$ cat config.mk
export PLATFORM = sky130hd
export DESIGN_NAME = conv_tile_sched
export DESIGN_NICKNAME = d
export VERILOG_FILES = /design/src/rtl/conv_tile_sched.sv
export SDC_FILE = /design/constraint.sdc
export NUM_CORES = 2
export LEC_CHECK = 0
export CAP_MARGIN = 10
export CORE_UTILIZATION = 53
export DETAILED_ROUTE_END_ITERATION = 8
export PLACE_DENSITY = 0.81
export SYNTH_ARGS = -nofsm -noshare
export SYNTH_HDL_FRONTEND = slang
export SYNTH_SLANG_ARGS = --single-unit
$ cat constraint.sdc
create_clock -name clk -period 67.2 [get_ports clk]
set_clock_uncertainty 0.1 [all_clocks]
set_input_delay 10.08 -clock clk [delete_from_list [all_inputs] [get_ports clk]]
set_output_delay 10.08 -clock clk [all_outputs]
set_load 0.005 [all_outputs]
$ cat src/rtl/conv_tile_sched.sv
// conv_tile_sched: runtime-configurable convolution tile scheduler.
//
// Walks one tile as nested loops (tap j -> tap i -> out col -> out row ->
// slice -> block). Each issuing cycle produces registered in_fm/weight read
// addresses. Every finished kernel schedules an out_fm read-modify-write
// through a fixed-latency delay line that models the accumulator pipeline.
//
// Optional feature macro: CONV_TILE_PERF_EN adds perf_stall_cnt/perf_run_cnt.
//
// Ports:
//   clk, rst              clock, asynchronous active-high reset
//   start, ena            start pulse (IDLE only), issue enable
//   cfg_k, cfg_s          kernel size, stride (1..15)
//   cfg_tr, cfg_tc        input tile rows / cols
//   cfg_slice_num         slices per block
//   cfg_block_num         blocks per tile
//   busy, cfg_err         tile in flight, rejected-start pulse
//   kernel_start/_done    first / last tap of a kernel issued
//   in_fm_rd_addr/_vld    input feature-map read address and valid
//   weight_rd_addr        weight read address (shares in_fm_rd_vld)
//   out_fm_rd_addr/_ena   output feature-map read
//   out_fm_first          read belongs to slice 0 (accumulate onto zero)
//   out_fm_wr_addr/_ena   output feature-map write
//   conv_done             one-cycle tile completion pulse
//   perf_stall_cnt        (CONV_TILE_PERF_EN) RUN cycles with ena low
//   perf_run_cnt          (CONV_TILE_PERF_EN) cycles with busy high
module conv_tile_sched #(
    parameter int unsigned AW        = 16,
    parameter int unsigned CW        = 8,
    parameter int unsigned ACC_DELAY = 71,
    parameter int unsigned RMW_DELAY = 2
) (
    input  logic          clk,
    input  logic          rst,
    input  logic          start,
    input  logic          ena,
    input  logic [3:0]    cfg_k,
    input  logic [3:0]    cfg_s,
    input  logic [CW-1:0] cfg_tr,
    input  logic [CW-1:0] cfg_tc,
    input  logic [CW-1:0] cfg_slice_num,
    input  logic [CW-1:0] cfg_block_num,
    output logic          busy,
    output logic          cfg_err,
    output logic          kernel_start,
    output logic          kernel_done,
    output logic [AW-1:0] in_fm_rd_addr,
    output logic          in_fm_rd_vld,
    output logic [AW-1:0] weight_rd_addr,
    output logic [AW-1:0] out_fm_rd_addr,
    output logic          out_fm_rd_ena,
    output logic          out_fm_first,
    output logic [AW-1:0] out_fm_wr_addr,
    output logic          out_fm_wr_ena,
    output logic          conv_done
`ifdef CONV_TILE_PERF_EN
    ,
    output logic [31:0]   perf_stall_cnt,
    output logic [31:0]   perf_run_cnt
`endif
);

    localparam int unsigned PW         = 32;
    localparam int unsigned DRAIN_LAST = ACC_DELAY + RMW_DELAY;

    typedef enum logic [1:0] {StIdle, StRun, StDrain, StDone} state_e;

    state_e        state_q;
    logic [3:0]    k_q, s_q;
    logic [CW-1:0] tc_q, slice_num_q, block_num_q, oh_q, ow_q;
    logic [3:0]    j_q, i_q;
    logic [CW-1:0] ocol_q, orow_q, slice_q, block_q;
    logic [15:0]   drain_q;

    logic          cfg_bad;
    logic [CW-1:0] oh_new, ow_new;
    logic          issue, last_j, last_i, last_ocol, last_orow, last_slice, last_block;
    logic          k_first, k_last;
    logic [AW-1:0] in_addr_w, w_addr_w, o_addr_w;

    always_comb begin
        cfg_bad = (cfg_k == 4'd0) || (cfg_s == 4'd0) ||
                  (cfg_tr < CW'(cfg_k)) || (cfg_tc < CW'(cfg_k)) ||
                  (cfg_slice_num == '0) || (cfg_block_num == '0);
        oh_new  = '0;
        ow_new  = '0;
        // Division only for legal configs, so a zero stride never reaches the divider.
        if (!cfg_bad) begin
            oh_new = (cfg_tr - CW'(cfg_k)) / CW'(cfg_s) + CW'(1);
            ow_new = (cfg_tc - CW'(cfg_k)) / CW'(cfg_s) + CW'(1);
        end
    end

    always_comb begin
        issue      = (state_q == StRun) && ena;
        last_j     = (j_q == k_q - 4'd1);
        last_i     = (i_q == k_q - 4'd1);
        last_ocol  = (ocol_q == ow_q - CW'(1));
        last_orow  = (orow_q == oh_q - CW'(1));
        last_slice = (slice_q == slice_num_q - CW'(1));
        last_block = (block_q == block_num_q - CW'(1));
        k_first    = issue && (j_q == 4'd0) && (i_q == 4'd0);
        k_last     = issue && last_j && last_i;
    end

    // Products formed at 32 bits, then truncated to the buffer address width.
    always_comb begin
        in_addr_w = AW'((PW'(orow_q) * PW'(s_q) + PW'(i_q)) * PW'(tc_q) +
                        PW'(ocol_q) * PW'(s_q) + PW'(j_q));
        w_addr_w  = AW'((PW'(block_q) * PW'(slice_num_q) + PW'(slice_q)) * PW'(k_q) * PW'(k_q) +
                        PW'(i_q) * PW'(k_q) + PW'(j_q));
        o_addr_w  = AW'(PW'(block_q) * PW'(oh_q) * PW'(ow_q) + PW'(orow_q) * PW'(ow_q) +
                        PW'(ocol_q));
    end

    always_ff @(posedge clk or posedge rst) begin
        if (rst) begin
            state_q        <= StIdle;
            k_q            <= '0;
            s_q            <= '0;
            tc_q           <= '0;
            slice_num_q    <= '0;
            block_num_q    <= '0;
            oh_q           <= '0;
            ow_q           <= '0;
            j_q            <= '0;
            i_q            <= '0;
            ocol_q         <= '0;
            orow_q         <= '0;
            slice_q        <= '0;
            block_q        <= '0;
            drain_q        <= '0;
            busy           <= 1'b0;
            cfg_err        <= 1'b0;
            conv_done      <= 1'b0;
            in_fm_rd_vld   <= 1'b0;
            in_fm_rd_addr  <= '0;
            weight_rd_addr <= '0;
            kernel_start   <= 1'b0;
            kernel_done    <= 1'b0;
        end else begin
            cfg_err      <= 1'b0;
            conv_done    <= 1'b0;
            in_fm_rd_vld <= 1'b0;
            kernel_start <= 1'b0;
            kernel_done  <= 1'b0;
            unique case (state_q)
                StIdle: begin
                    if (start) begin
                        if (cfg_bad) begin
                            cfg_err <= 1'b1;
                        end else begin
                            k_q         <= cfg_k;
                            s_q         <= cfg_s;
                            tc_q        <= cfg_tc;
                            slice_num_q <= cfg_slice_num;
                            block_num_q <= cfg_block_num;
                            oh_q        <= oh_new;
                            ow_q        <= ow_new;
                            j_q         <= '0;
                            i_q         <= '0;
                            ocol_q      <= '0;
                            orow_q      <= '0;
                            slice_q     <= '0;
                            block_q     <= '0;
                            busy        <= 1'b1;
                            state_q     <= StRun;
                        end
                    end
                end
                StRun: begin
                    if (ena) begin
                        in_fm_rd_vld   <= 1'b1;
                        in_fm_rd_addr  <= in_addr_w;
                        weight_rd_addr <= w_addr_w;
                        kernel_start   <= k_first;
                        kernel_done    <= k_last;
                        if (!last_j) begin
                            j_q <= j_q + 4'd1;
                        end else begin
                            j_q <= '0;
                            if (!last_i) begin
                                i_q <= i_q + 4'd1;
                            end else begin
                                i_q <= '0;
                                if (!last_ocol) begin
                                    ocol_q <= ocol_q + CW'(1);
                                end else begin
                                    ocol_q <= '0;
                                    if (!last_orow) begin
                                        orow_q <= orow_q + CW'(1);
                                    end else begin
                                        orow_q <= '0;
                                        if (!last_slice) begin
                                            slice_q <= slice_q + CW'(1);
                                        end else begin
                                            slice_q <= '0;
                                            if (!last_block) begin
                                                block_q <= block_q + CW'(1);
                                            end else begin
                                                block_q <= '0;
                                                drain_q <= '0;
                                                state_q <= StDrain;
                                            end
                                        end
                                    end
                                end
                            end
                        end
                    end
                end
                StDrain: begin
                    // Hold until the last kernel's write has left the delay line.
                    if (drain_q == 16'(DRAIN_LAST)) begin
                        conv_done <= 1'b1;
                        busy      <= 1'b0;
                        state_q   <= StDone;
                    end else begin
                        drain_q <= drain_q + 16'd1;
                    end
                end
                StDone: begin
                    state_q <= StIdle;
                end
                default: begin
                    state_q <= StIdle;
                end
            endcase
        end
    end

    // Accumulator-latency and read-modify-write delay lines; they run free of ena.
    logic [ACC_DELAY-1:0] acc_vld_q, acc_first_q;
    logic [AW-1:0]        acc_addr_q [ACC_DELAY];
    logic [RMW_DELAY-1:0] rmw_vld_q;
    logic [AW-1:0]        rmw_addr_q [RMW_DELAY];

    always_ff @(posedge clk or posedge rst) begin
        if (rst) begin
            acc_vld_q   <= '0;
            acc_first_q <= '0;
            rmw_vld_q   <= '0;
            for (int n = 0; n < ACC_DELAY; n++) acc_addr_q[n] <= '0;
            for (int n = 0; n < RMW_DELAY; n++) rmw_addr_q[n] <= '0;
        end else begin
            acc_vld_q[0]   <= k_last;
            acc_first_q[0] <= k_last && (slice_q == '0);
            acc_addr_q[0]  <= k_last ? o_addr_w : '0;
            for (int n = 1; n < ACC_DELAY; n++) begin
                acc_vld_q[n]   <= acc_vld_q[n-1];
                acc_first_q[n] <= acc_first_q[n-1];
                acc_addr_q[n]  <= acc_addr_q[n-1];
            end
            rmw_vld_q[0]  <= acc_vld_q[ACC_DELAY-1];
            rmw_addr_q[0] <= acc_addr_q[ACC_DELAY-1];
            for (int n = 1; n < RMW_DELAY; n++) begin
                rmw_vld_q[n]  <= rmw_vld_q[n-1];
                rmw_addr_q[n] <= rmw_addr_q[n-1];
            end
        end
    end

    assign out_fm_rd_ena  = acc_vld_q[ACC_DELAY-1];
    assign out_fm_first   = acc_first_q[ACC_DELAY-1];
    assign out_fm_rd_addr = acc_addr_q[ACC_DELAY-1];
    assign out_fm_wr_ena  = rmw_vld_q[RMW_DELAY-1];
    assign out_fm_wr_addr = rmw_addr_q[RMW_DELAY-1];

`ifdef CONV_TILE_PERF_EN
    always_ff @(posedge clk or posedge rst) begin
        if (rst) begin
            perf_stall_cnt <= '0;
            perf_run_cnt   <= '0;
        end else if ((state_q == StIdle) && start && !cfg_bad) begin
            perf_stall_cnt <= '0;
            perf_run_cnt   <= '0;
        end else begin
            if ((state_q == StRun) && !ena && (perf_stall_cnt != '1)) begin
                perf_stall_cnt <= perf_stall_cnt + 32'd1;
            end
            if (busy && (perf_run_cnt != '1)) begin
                perf_run_cnt <= perf_run_cnt + 32'd1;
            end
        end
    end
`endif

endmodule

==> results.ini <==
[min_path]
hp-start=acc_vld_q[8]
hold_class=reg2reg
hold_path_depth=0

[detailed_routing]
num_vias=34838
routed_wl_um=133600
wl_met1_um=53500
drtIter0Drc=2368
drc=0
route.met3.wl_um=7294
wl_met2_um=68660
top_layer_used=met5
wl_per_cell_um=20.31
dr.pass1.iters=6
via_per_inst=5.298
ant_nets=0

[finish]
fin_cells=6576
drive_above_1_share=0.05920
syn_to_final_growth_pct=11.47
fin_util=0.5979
nets=5756

[cts]
cts_tree=done
cts_made_buffers=139
clkLatencyLatePin_ns=0.75
clkTransAtPathRegs_ns=0.06
cts_hold_buf=0
cts.sinks=1456
h-tree-depth=4
post_cts.repair.setup_buffers=0
cts_buffer_depth=3
clockRootBuffer=clkbuf_16
cts_resized=0

[sta]
post-route-min-period_ns=22.89
slew_headroom=0.08076
max_freq_mhz=43.68
report.final.slew_viol_count=0
hold_viol_final=0
rsz0062_at_grt=false
setup_violations=0
finalCritPeriodShare=0.3407
fin_tns_setup_ns=0
worstMarginPinSlew_ns=1.366

[yosys]
syn_nets=5628
synth-edff-count=0
syn-instance-count=4830
syn_area_um2=62580
ys_seq_elements=1456
ys_types=86
yosys-top-cells-count=1456 x dfrtp_1, 610 x inv_1, 448 x nand2_1
yosysMostFrequentCell=dfrtp_1
yosys_warnings=0
synthArstFlopShare=1.000
yosysTopAreaCellShare=0.5822
synth_flop_cell=dfrtp_1
synth_top_cell_by_area=dfrtp_1
synth.avg_cell_area_um2=12.96
ys_seq_area_frac=0.5822
synthTopCellsByArea=dfrtp_1 58%, fa_1 12%, ha_1 7.5%, inv_1 3.7%, and2_1 3.1%

[placed_design]
gp_congestion=0.8383
place_hpwl_um=82950
port_buffers=116
dp_cells=6340

[global_routing]
grt_max_degree=211
track_usage=0.2322
antenna_found_initial=4
grt_pass1_wl_um=215800
grt_pass1_vias=38250
grt_overflow_total=0

[critical_path]
cpMostUsedCell=ha_1
startpoint_type=primary input
crit_start=cfg_k[1]
cp_slowest_cell=clkdlybuf4s50_1
rr_startpoint=block_q[4]
crit_path_end_kind=flip-flop
slowest_delay_ns=0.63
crit_type=in2reg
crit_required_ns=67.75
cp_max_fo=10
rr_worst_depth=36
worst_ep_arrival_time_ns=23.44

[pwr]
powerDensity_nw_per_um2=35.82
p_leak_nw=36.33
ir_drop_v=0.00002378

[die]
dieArea_um2=119400
core_um2=116700
die_h_um=345.6
pin_count=117
rows=125
initial_utilization=0.5363
die_w_um=345.6

[status]
outcome=complete, no violations

[run]
cap_violations=0

[stage by stage]
step / hold WS, ns / area [um2] / worst slack [ns] / total power [mW]
3_5_place_dp: 0.2347 / 65190 / 43.54 / 1.713
4_1_cts: 0.2076 / 69720 / 44.29 / 2.515
6_report: 0.2110 / 69750 / 44.31 / 2.499
2_1_floorplan: 0.2312 / 62580 / 15.96 / 1.499
5_1_grt: 0.2179 / 69750 / 43.32 / 2.645
3_3_place_gp: 0.2310 / 65190 / 43.59 / 1.684
[per-layer routing]
layer,vias to the layer above,global-route usage
li1,15376,-
met1,18019,0.2978
met2,1128,0.4033
met3,311,0.03867
met4,4,0.07601
met5,-,0
[layout make-up]
cell class,count,area (um2)
clock buffer,189,3897
clock inverter,45,634.4
inverter,610,2297
timing repair buffer,148,1459
tap,1524,1907
fill,8455,46920
sequential,1456,36430
antenna,1,2.502
multi-input combinational,2603,23120
[sequential cells by signal, summed over array words and instances (netlist names), 16 cells and up]
name and count:
acc_first_q 71, weight_rd_addr 16, out_fm_wr_addr 16, in_fm_rd_addr 16, rmw_addr_q 16, acc_addr_q 1120, out_fm_rd_addr 16, acc_vld_q 71
drain_q 16
[cells in the final DEF (no fill, tap or decap), types with 6 or more instances in the layout]
cell             Yosys  layout
clkbuf_1           117      28
nand3_1             43      42
nor2_1             145     145
or3_1               15      15
nor3_1              72      72
nor2b_1             31      31
buf_4               33      28
xnor2_1            142     142
fa_1               380     380
clkinv_2             0      18
and3_1              23      23
clkinv_16            0       7
nand2b_1            38      38
or4_1                6       6
clkbuf_8             0      21
a21o_1              31      31
mux2i_1             11      11
o21ai_0            141     141
o31ai_1             17      17
and2_1             315     315
or2_2               13      13
mux2_2              13      13
o31a_1               6       6
a31oi_1             11      11
o21bai_1             7       7
ha_1               374     374
o21ai_1             11      11
clkdlybuf4s50_1      0     116
xor2_1              58      58
o211ai_1             9       9
nand2_1            448     447
nand4_1             12      12
inv_1              610     609
nor4_1              18      17
a21oi_1             75      75
clkbuf_16            0     140
o21a_1              36      36
a211oi_1             7       7
dfrtp_1           1456    1456
[cells by family (layout without fill, tap and decap cells)]
| logic type | Yosys count | after routing | synth area share |
|---|---|---|---|
| flip-flops | 1456 | 1456 | 0.5822 |
| AO/OA/AOI/OAI | 414 | 414 | 0.04281 |
| AND/OR/NAND/NOR | 1203 | 1203 | 0.09570 |
| other | 0 | 1 | 0 |
| XOR/XNOR | 204 | 204 | 0.02951 |
| multiplexers | 27 | 27 | 0.004759 |
| adder cells (fa/ha/maj) | 755 | 755 | 0.1965 |
| buffers and inverters | 771 | 992 | 0.04847 |
[worst paths after layout]
path | endpoint | slack, ns
max | oh_q[5] | 44.31
min | acc_vld_q[9] | 0.21
max reg2reg | weight_rd_addr[15] | 55.40
min reg2reg | acc_vld_q[9] | 0.21
max in group asynchronous | acc_addr_q[703] | 53.87
min in group asynchronous | acc_addr_q[30] | 9.77
[report_power, final]
part | switching (mW) | internal (mW) | leakage [nW] | total [mW]
logic | 0.448 | 0.290 | 13.9 | 0.739
clock network | 0.354 | 0.433 | 2.21 | 0.787
registers | 0.0715 | 0.902 | 20.2 | 0.974
[worst max-delay path, delay by kind of cell]
kind	cells	cell delay [ns]
mux	2	0.86
buf+inv	3	0.86
compound gates	23	5.80
fa+ha+maj	9	2.70
simple gates	18	3.09
No activity file was read; power rests on OpenSTA's default activity.
